===== src/rtl/rgb_sequencer.sv =====
// rtl/rgb_sequencer.sv - six-colour RGB wheel sequencer with dwell, level, direction and pause.
// Define RGB_SEQ_PAUSE_BLINK_EN to blink the held colour while PAUSED.
module rgb_sequencer #(
  parameter int CW    = 4,
  parameter int DIV_W = 8
) (
  input  logic             clock,
  input  logic             reset,
  input  logic             start,
  input  logic             stop,
  input  logic             pause,
  input  logic [DIV_W-1:0] dwell,
  input  logic [CW-1:0]    level,
  input  logic             dir,
  output logic [CW-1:0]    r,
  output logic [CW-1:0]    g,
  output logic [CW-1:0]    b,
  output logic             running,
  output logic [2:0]       step_idx
);

  localparam logic [1:0] S_OFF    = 2'd0;
  localparam logic [1:0] S_RUN    = 2'd1;
  localparam logic [1:0] S_PAUSED = 2'd2;

  logic [1:0]       r_state;
  logic [1:0]       w_next_state;
  logic [2:0]       r_step;
  logic [2:0]       w_next_step;
  logic [2:0]       w_step_ok;
  logic [2:0]       w_step_adv;
  logic [DIV_W-1:0] r_cnt;
  logic [DIV_W-1:0] w_next_cnt;
  logic [CW-1:0]    r_red;
  logic [CW-1:0]    r_grn;
  logic [CW-1:0]    r_blu;
  logic             r_running;
  logic [2:0]       w_mask;
  logic             w_show;

  // An out-of-range index is treated as colour 0 so it recovers on the next edge.
  always_comb begin
    w_step_ok = (r_step > 3'd5) ? 3'd0 : r_step;
    if (dir) w_step_adv = (w_step_ok == 3'd0) ? 3'd5 : w_step_ok - 3'd1;
    else     w_step_adv = (w_step_ok == 3'd5) ? 3'd0 : w_step_ok + 3'd1;
  end

  always_comb begin
    w_next_state = r_state;
    w_next_step  = w_step_ok;
    w_next_cnt   = r_cnt;
    case (r_state)
      S_RUN: begin
        if (stop) begin
          w_next_state = S_OFF;
          w_next_step  = 3'd0;
          w_next_cnt   = '0;
        end else if (pause) begin
          w_next_state = S_PAUSED;
        end else if (r_cnt >= dwell) begin
          w_next_cnt  = '0;
          w_next_step = w_step_adv;
        end else begin
          w_next_cnt = r_cnt + DIV_W'(1);
        end
      end
      S_PAUSED: begin
        if (stop) begin
          w_next_state = S_OFF;
          w_next_step  = 3'd0;
          w_next_cnt   = '0;
        end else if (start && !pause) begin
          w_next_state = S_RUN;
        end
      end
      default: begin
        w_next_state = (start && !stop) ? S_RUN : S_OFF;
        w_next_step  = 3'd0;
        w_next_cnt   = '0;
      end
    endcase
  end

  // Bit order {R,G,B}.
  always_comb begin
    case (w_next_step)
      3'd0:    w_mask = 3'b100;
      3'd1:    w_mask = 3'b110;
      3'd2:    w_mask = 3'b010;
      3'd3:    w_mask = 3'b011;
      3'd4:    w_mask = 3'b001;
      3'd5:    w_mask = 3'b101;
      default: w_mask = 3'b000;
    endcase
  end

`ifdef RGB_SEQ_PAUSE_BLINK_EN
  logic             r_blink_phase;
  logic             w_next_phase;
  logic [DIV_W-1:0] r_blink_cnt;
  logic [DIV_W-1:0] w_next_blink_cnt;

  always_comb begin
    w_next_phase     = 1'b1;
    w_next_blink_cnt = '0;
    if (w_next_state == S_PAUSED && r_state == S_PAUSED) begin
      if (r_blink_cnt >= dwell) begin
        w_next_phase = ~r_blink_phase;
      end else begin
        w_next_phase     = r_blink_phase;
        w_next_blink_cnt = r_blink_cnt + DIV_W'(1);
      end
    end
  end

  always_ff @(posedge clock or posedge reset) begin
    if (reset) begin
      r_blink_phase <= 1'b1;
      r_blink_cnt   <= '0;
    end else begin
      r_blink_phase <= w_next_phase;
      r_blink_cnt   <= w_next_blink_cnt;
    end
  end

  assign w_show = (w_next_state != S_OFF) && ((w_next_state != S_PAUSED) || w_next_phase);
`else
  assign w_show = (w_next_state != S_OFF);
`endif

  always_ff @(posedge clock or posedge reset) begin
    if (reset) begin
      r_state   <= S_OFF;
      r_step    <= 3'd0;
      r_cnt     <= '0;
      r_red     <= '0;
      r_grn     <= '0;
      r_blu     <= '0;
      r_running <= 1'b0;
    end else begin
      r_state   <= w_next_state;
      r_step    <= w_next_step;
      r_cnt     <= w_next_cnt;
      r_red     <= (w_show && w_mask[2]) ? level : '0;
      r_grn     <= (w_show && w_mask[1]) ? level : '0;
      r_blu     <= (w_show && w_mask[0]) ? level : '0;
      r_running <= (w_next_state == S_RUN);
    end
  end

  assign r        = r_red;
  assign g        = r_grn;
  assign b        = r_blu;
  assign running  = r_running;
  assign step_idx = r_step;

endmodule


===== config.mk =====
export PLATFORM = sky130hd
export DESIGN_NAME = rgb_sequencer
export DESIGN_NICKNAME = d
export VERILOG_FILES = /design/src/rtl/rgb_sequencer.sv
export SDC_FILE = /design/constraint.sdc
export NUM_CORES = 1
export LEC_CHECK = 0
export CORE_AREA = 2 2 61 63
export DETAILED_ROUTE_END_ITERATION = 7
export DIE_AREA = 0 0 63 65
export HOLD_SLACK_MARGIN = 0.06
export PLACE_DENSITY = 0.74
export SYNTH_ARGS = -nofsm -noshare
export SYNTH_HDL_FRONTEND = slang
export SYNTH_SLANG_ARGS = --single-unit

===== constraint.sdc =====
create_clock -name clock -period 2.6 [get_ports clock]
set_clock_uncertainty 0.15 [all_clocks]
set_input_delay 0.52 -clock clock [delete_from_list [all_inputs] [get_ports clock]]
set_output_delay 0.52 -clock clock [all_outputs]
set_load 0.02 [all_outputs]

==> Word-level counts from Yosys, hierarchy flattened <==
Cells that the tools add are included.
{ "word_totals": {"wordCells": 58, "ff_bits": 26} }
{ "classes": {"n_eq_ne": 11, "mux": 24, "magnitude_cmp": 2, "reduce_logical": 11, "n_addsub": 3} }
{ "op_table": {"columns": ["cell", "n"], "rows": [
  ["2-to-1 mux 8 bit", 4],
  ["2-to-1 mux 3 bit", 8],
  ["case mux 3 bit (6 select lines)", 1],
  ["case mux 8 bit (2 select lines)", 1],
  ["2-to-1 mux 4 bit", 3],
  ["== test 3 bit (second input constant)", 3],
  ["adder 8 x 1 -> 8 bit (second input constant)", 1],
  [">= comparator 8 bit", 1],
  ["2-to-1 mux 2 bit", 4],
  ["== test 3 x 2 -> 1 bit (second input constant)", 2],
  ["zero test 3 bit", 2],
  ["case mux 3 bit (2 select lines)", 1],
  ["logical AND 1 bit", 5],
  ["== test 2 x 1 -> 1 bit (second input constant)", 2],
  ["case mux 2 bit (2 select lines)", 1],
  ["adder 3 x 1 -> 3 bit (second input constant)", 1],
  ["== test 3 x 1 -> 1 bit (second input constant)", 1],
  ["> comparator 3 bit (second input constant)", 1],
  ["inequality test 3 bit (second input constant)", 1],
  ["subtractor 3 x 1 -> 3 bit (second input constant)", 1],
  ["== test 2 bit (second input constant)", 1],
  ["zero test 1 bit", 2],
  ["inequality test 2 bit (second input constant)", 1],
  ["AND reduction 2 bit", 1],
  ["other kinds (2)", 2]
]} }

==> Longest topological paths before layout <==
{ "logic_depth": {"ltp_word": 13, "depth_mapped": 9} }

==> Worst setup path before layout <==
OpenSTA, ideal clock, no wires.
{ "synth_timing": {"path_type": "input port to flip-flop", "start": "input dwell[0]", "end": "register r_red[3] (netlist: r[3])", "setup_ns": 0.125, "path_stages": 7, "path_slack_ns": -0.072, "t_required_ns": 2.325, "arrival_time_ns": 2.397, "path_buffers": 0, "cell_sequence": "ha_1 > nand2b_4 > a2111o_1 > a211o_2 > a221o_1 > o22ai_2 > nor2_1"} }
{ "synth_between": {"elab_chain_cells": 9, "elab_cells_between_ends": 14, "classes_between": "1 x order compare; 5 x eq/ne; 6 x mux; 2 x reduce/logical"} }
{ "synth_rtl": {"columns": ["element", "line", "source"], "rows": [
  ["from (decl)", "12", "input logic [DIV_W-1:0] dwell,"],
  [">= comparator 8 bit (*)", "60", "end else if (r_cnt >= dwell) begin"],
  ["2-to-1 mux 3 bit (*)", "60", null],
  ["2-to-1 mux 3 bit (*)", "58", "end else if (pause) begin"],
  ["2-to-1 mux 3 bit (*)", "54", "if (stop) begin"],
  ["case mux 3 bit (2 select lines) (*)", "52", "case (r_state)"],
  ["== test 3 bit (tied with other cells)", "86", "case (w_next_step)"],
  ["case mux 3 bit (6 select lines) (*)", "86", null],
  ["logical AND 1 bit (*)", "144", "r_red <= (w_show && w_mask[2]) ? level : '0;"],
  ["2-to-1 mux 4 bit (*)", "144", null],
  ["to (signal assigned)", "144", null],
  ["to (decl)", "34", "logic [CW-1:0] r_red;"]
]} }
Every way passes the cells marked *; elsewhere a longest branch is shown, timed or not.
A chain may end at the register's enable or synchronous reset.

==> Final worst setup path <==
{ "layout_timing": {"start": "input dwell[6]", "end": "register r_grn[0] (netlist: g[0])"} }
{ "layout_between": {"elab_chain_cells": 9, "elab_cells_between_ends": 14, "classes_between": "1 x order compare; 5 x eq/ne; 6 x mux; 2 x reduce/logical"} }
{ "layout_rtl": {"columns": ["element", "line", "source"], "rows": [
  [">= comparator 8 bit (*)", "60", null],
  ["2-to-1 mux 3 bit (*)", "60", null],
  ["2-to-1 mux 3 bit (*)", "58", null],
  ["2-to-1 mux 3 bit (*)", "54", null],
  ["case mux 3 bit (2 select lines) (*)", "52", null],
  ["== test 3 bit (tied with other cells)", "86", null],
  ["case mux 3 bit (6 select lines) (*)", "86", null],
  ["logical AND 1 bit (*)", "145", "r_grn <= (w_show && w_mask[1]) ? level : '0;"],
  ["2-to-1 mux 4 bit (*)", "145", null],
  ["to (signal assigned)", "145", null],
  ["to (decl)", "35", "logic [CW-1:0] r_grn;"]
]} }
Marks and branches as above.

==> impl_summary.txt <==
----------------------------------------------------
[Clock tree]
  # H-tree levels ... 1
  Longest Clk Path Bufs ... 2
  CTS hold repair buffers ... 0
  Clock tree from TritonCTS ... done
  Master cell of the clock root buffer ... clkbuf_4
  Clock-pin slew of the registers on the worst-case setup and hold paths ... 0.14 ns
  Clock Sink Count ... 26
  Insertion delay of the later-clocked pin in the worst-skew pair ... 0.33 ns
  Number of buffers inserted during clock tree synthesis ... 3

[Floorplan]
  Vert. Die Dim ... 65 um
  Total core area ... 3500 um2
  Count of standard-cell rows ... 22
  DIE AREA ... 4100 um2
  Overall die width ... 63 um
  Initial core utilization ... 0.427
  # IOs ... 34

[Cells and area]
  Number of antenna repair diodes ... 0
  Share of layout cells above drive strength 1 ... 0.196
  Post-route standard cell area excluding fillers ... 2130 um2
  Layout area overhead ... 42.7%
  Final core occ ... 0.609
  Layout Nets ... 244

[Flow run]
  Maxcap violations ... 0

[Pwr]
  Power density over the cells ... 343 nW/um2
  Pwr Total ... 731 uW
  Static Leak ... 0.000937 uW
  Max rail drop VDD ... 0.278 mV

[GRT]
  Global route overflow ... 0
  Number of antenna violations at the first check in global routing ... 0
  Overall fraction of global-route tracks in use ... 0.181
  Via count of the first global-routing pass ... 1367
  Pin count of the biggest net entering global routing ... 27
  First-pass GRT wire length ... 5.82 mm

[Drt]
  Number of DRC violations after detailed routing ... 0
  Final antenna-violating net count ... 0
  Average wire per standard cell ... 13.6 um
  Total length of routed wires ... 3.56 mm
  Vias after detailed routing ... 1415
  Initial drt markers ... 56
  Via-per-instance ratio ... 5.40
  Drt first pass iters ... 4

[Synth]
  Net count of the mapped netlist ... 192
  Register bit total from synthesis ... 26
  Share of the synthesized area in the top cell type ... 0.436
  Per-instance average area after synthesis ... 9.16 um2
  Yosys synthesis warning count ... 0
  Mapped cell area ... 1490 um2
  Top flip-flop cell by instance count after synthesis ... dfrtp_1
  Asr flop ratio synth ... 1.00
  Post-Syn Instances ... 163
  Cells taking the most area after synthesis ... dfrtp_1, ha_1, nor2_1, a21oi_1, nand2b_1
  Post-synth top area cell ... dfrtp_1
  Sequential area share after synthesis ... 0.436
  Number of synthesized flops with an enable pin ... 0
  Post-synthesis cell type count ... 45

[Critical path]
  Largest delay share family, worst path ... compound AO/OA/AOI/OAI gates
  Most prevalent standard cell on the critical path ... buf_4
  Critical path endpoint category ... register
  Startpoint of the worst-slack reg-to-reg timing path ... r_cnt[0]$_DFFE_PP0P_
  Combined buffer and inverter count along the critical path ... 4
  Crit path launch ... dwell[6]
  Critical Path Max Stage Delay ... 0.46 ns
  Arrival time at the worst endpoint ... 2.68 ns
  Cell count of the worst reg-to-reg path ... 9
  Max stage delay cell, worst path ... clkdlybuf4s50_1
  Startpoint Class ... input port
  Critical path required time ... 2.68 ns
  Maximum fanout encountered on the critical timing path ... 4
  Chain of cells forming the critical path ... clkdlybuf4s50_1 -> inv_1 -> ha_1 -> nand4_1 -> a21oi_2 -> buf_4 -> a211o_4 -> a221o_1 -> o211ai_1 -> buf_4 -> nor2_1
  Critical Path Sink ... g[0]$_DFF_PP0_
  Classification of the worst setup path ... input port to register
  Reg-to-reg critical path endpoint ... g[0]$_DFF_PP0_
  Register-to-Register Setup Slack ... 0.04 ns
  Crit path depth ... 11

[Place]
  Post-place instance area ... 1990 um2
  Sum of net half-perimeters after detailed placement ... 2.68 mm
  Final weighted congestion in routability-driven placement ... 0.893
  Number of buffers inserted by port buffering ... 33

[STA]
  Share of the clock period used by the worst path ... 1.00
  Slew @ Worst Pin ... 0.475 ns
  Setup TNS Final ... 0 ns
  Remaining max-slew budget at the tightest pin ... 0.683
  Final Critical Period ... 2.60 ns
  Unrepaired setup endpoints after global routing ... true
  # setup viols final ... 0
  Highest clock rate ... 385 MHz
  Max-slew violation total from the final report ... 0
  Smallest hold slack ... 0.373 ns
  Count of endpoints failing hold in the final timing report ... 0

[Outcome]
  Result of the run ... finished, final reports clean

[Min path]
  Hold crit path type ... input port to asynchronous set/reset pin

----------------------------------------------------
[stage by stage]
step	setup WS, ns	std cells
detailed placement	-0.558	256
global route	-0.0616	262
global placement	-0.506	256
finish	0.000569	262
floorplan	0.00937	163
CTS	-0.0659	262
[power breakdown]
part | switching, uW | total [uW] | internal, uW
clock network | 121 | 207 | 85.8
logic | 54.2 | 113 | 59.0
registers | 2.25 | 412 | 409
total | 177 | 731 | 554
[cells in the final DEF, fill, tap and decap left out, types with 3 or more instances in the layout]
| cell | count |
|---|---|
| clkdlybuf4s50_1 | 30 |
| a21oi_1 | 9 |
| inv_1 | 14 |
| dfrtp_1 | 26 |
| o21ai_0 | 7 |
| nor2_1 | 21 |
| clkbuf_4 | 3 |
| buf_4 | 16 |
| nand2_1 | 13 |
| a21oi_2 | 4 |
| nand3_1 | 4 |
| ha_1 | 7 |
| nand2b_1 | 9 |
| ha_4 | 3 |
[cells in the mapped netlist, types with 2 or more instances]
master and number:
dfrtp_1 26, nor2_1 21, inv_1 14, a21oi_1 13, nand2_1 13, ha_1 11, o21ai_0 10, nand2b_1 9
nand3_1 4, a32oi_1 2, and2b_1 2, clkbuf_1 2, nand4_1 2, nor3_1 2, o31ai_1 2
[how the worst min path moves through the flow]
stage,cells past startpoint,from,end
after detailed placement,1,r_cnt[3]$_DFFE_PP0P_,r_cnt[3]$_DFFE_PP0P_
final,3,reset,r_cnt[7]$_DFFE_PP0P_
after CTS,3,reset,r_cnt[7]$_DFFE_PP0P_
after global routing,3,reset,r_cnt[3]$_DFFE_PP0P_
after global placement,1,r_cnt[4]$_DFFE_PP0P_,r_cnt[4]$_DFFE_PP0P_
after floorplan,1,r_cnt[3]$_DFFE_PP0P_,r_cnt[3]$_DFFE_PP0P_
[kinds of logic (layout without fill, tap and decap cells)]
logic type                 after synthesis  count (layout)  share of synthesized area
and+or+nand+nor                         62              62                      0.208
AOI/OAI and AO/OA                       44              44                      0.202
adders and majority gates               11              11                     0.0922
DFF                                     26              26                      0.436
buffers and inverters                   17              68                     0.0436
muxes                                    1               1                    0.00671
xor gates and xnor gates                 2               2                     0.0117
[cell type report]
type	count	area (um2)
Fill cell	309	1370
Multi-Input combinational cell	120	875
Sequential cell	26	651
Timing Repair Buffer	49	450
Tap cell	48	60.1
Inverter	15	57.6
Clock buffer	4	36.3
[flip-flops by register name, indices dropped and copies added (netlist names)]
| name | count |
|---|---|
| b | 4 |
| g | 4 |
| r | 4 |
| r_cnt | 8 |
| r_state | 2 |
| running | 1 |
| step_idx | 3 |
[per-layer routing]
layer	wire, um	track usage	vias up
li1	-	-	677
met1	1410	0.195	682
met2	1910	0.342	47
met3	152	0.0347	9
met4	77	0.0833	0
met5	0	0	-
[worst reg2reg max path: cells and delay by family (launching register included)]
kind | cells | cell delay (ns)
AOI/OAI and AO/OA | 4 | 1.27
DFF | 1 | 0.38
adders and majority gates | 1 | 0.28
buffers and inverters | 2 | 0.21
and+or+nand+nor | 2 | 0.18
[repair_timing]
item                                   in CTS  in global routing
resized for setup                          11                 11
cloned                                      0                  0
buffers inserted                            2                  0
pin swaps                                  16                 13
endpoints found under the hold margin       0                  0
setup endpoints to repair                  16                 15
Note: power is estimated with default switching activity, not from simulation.
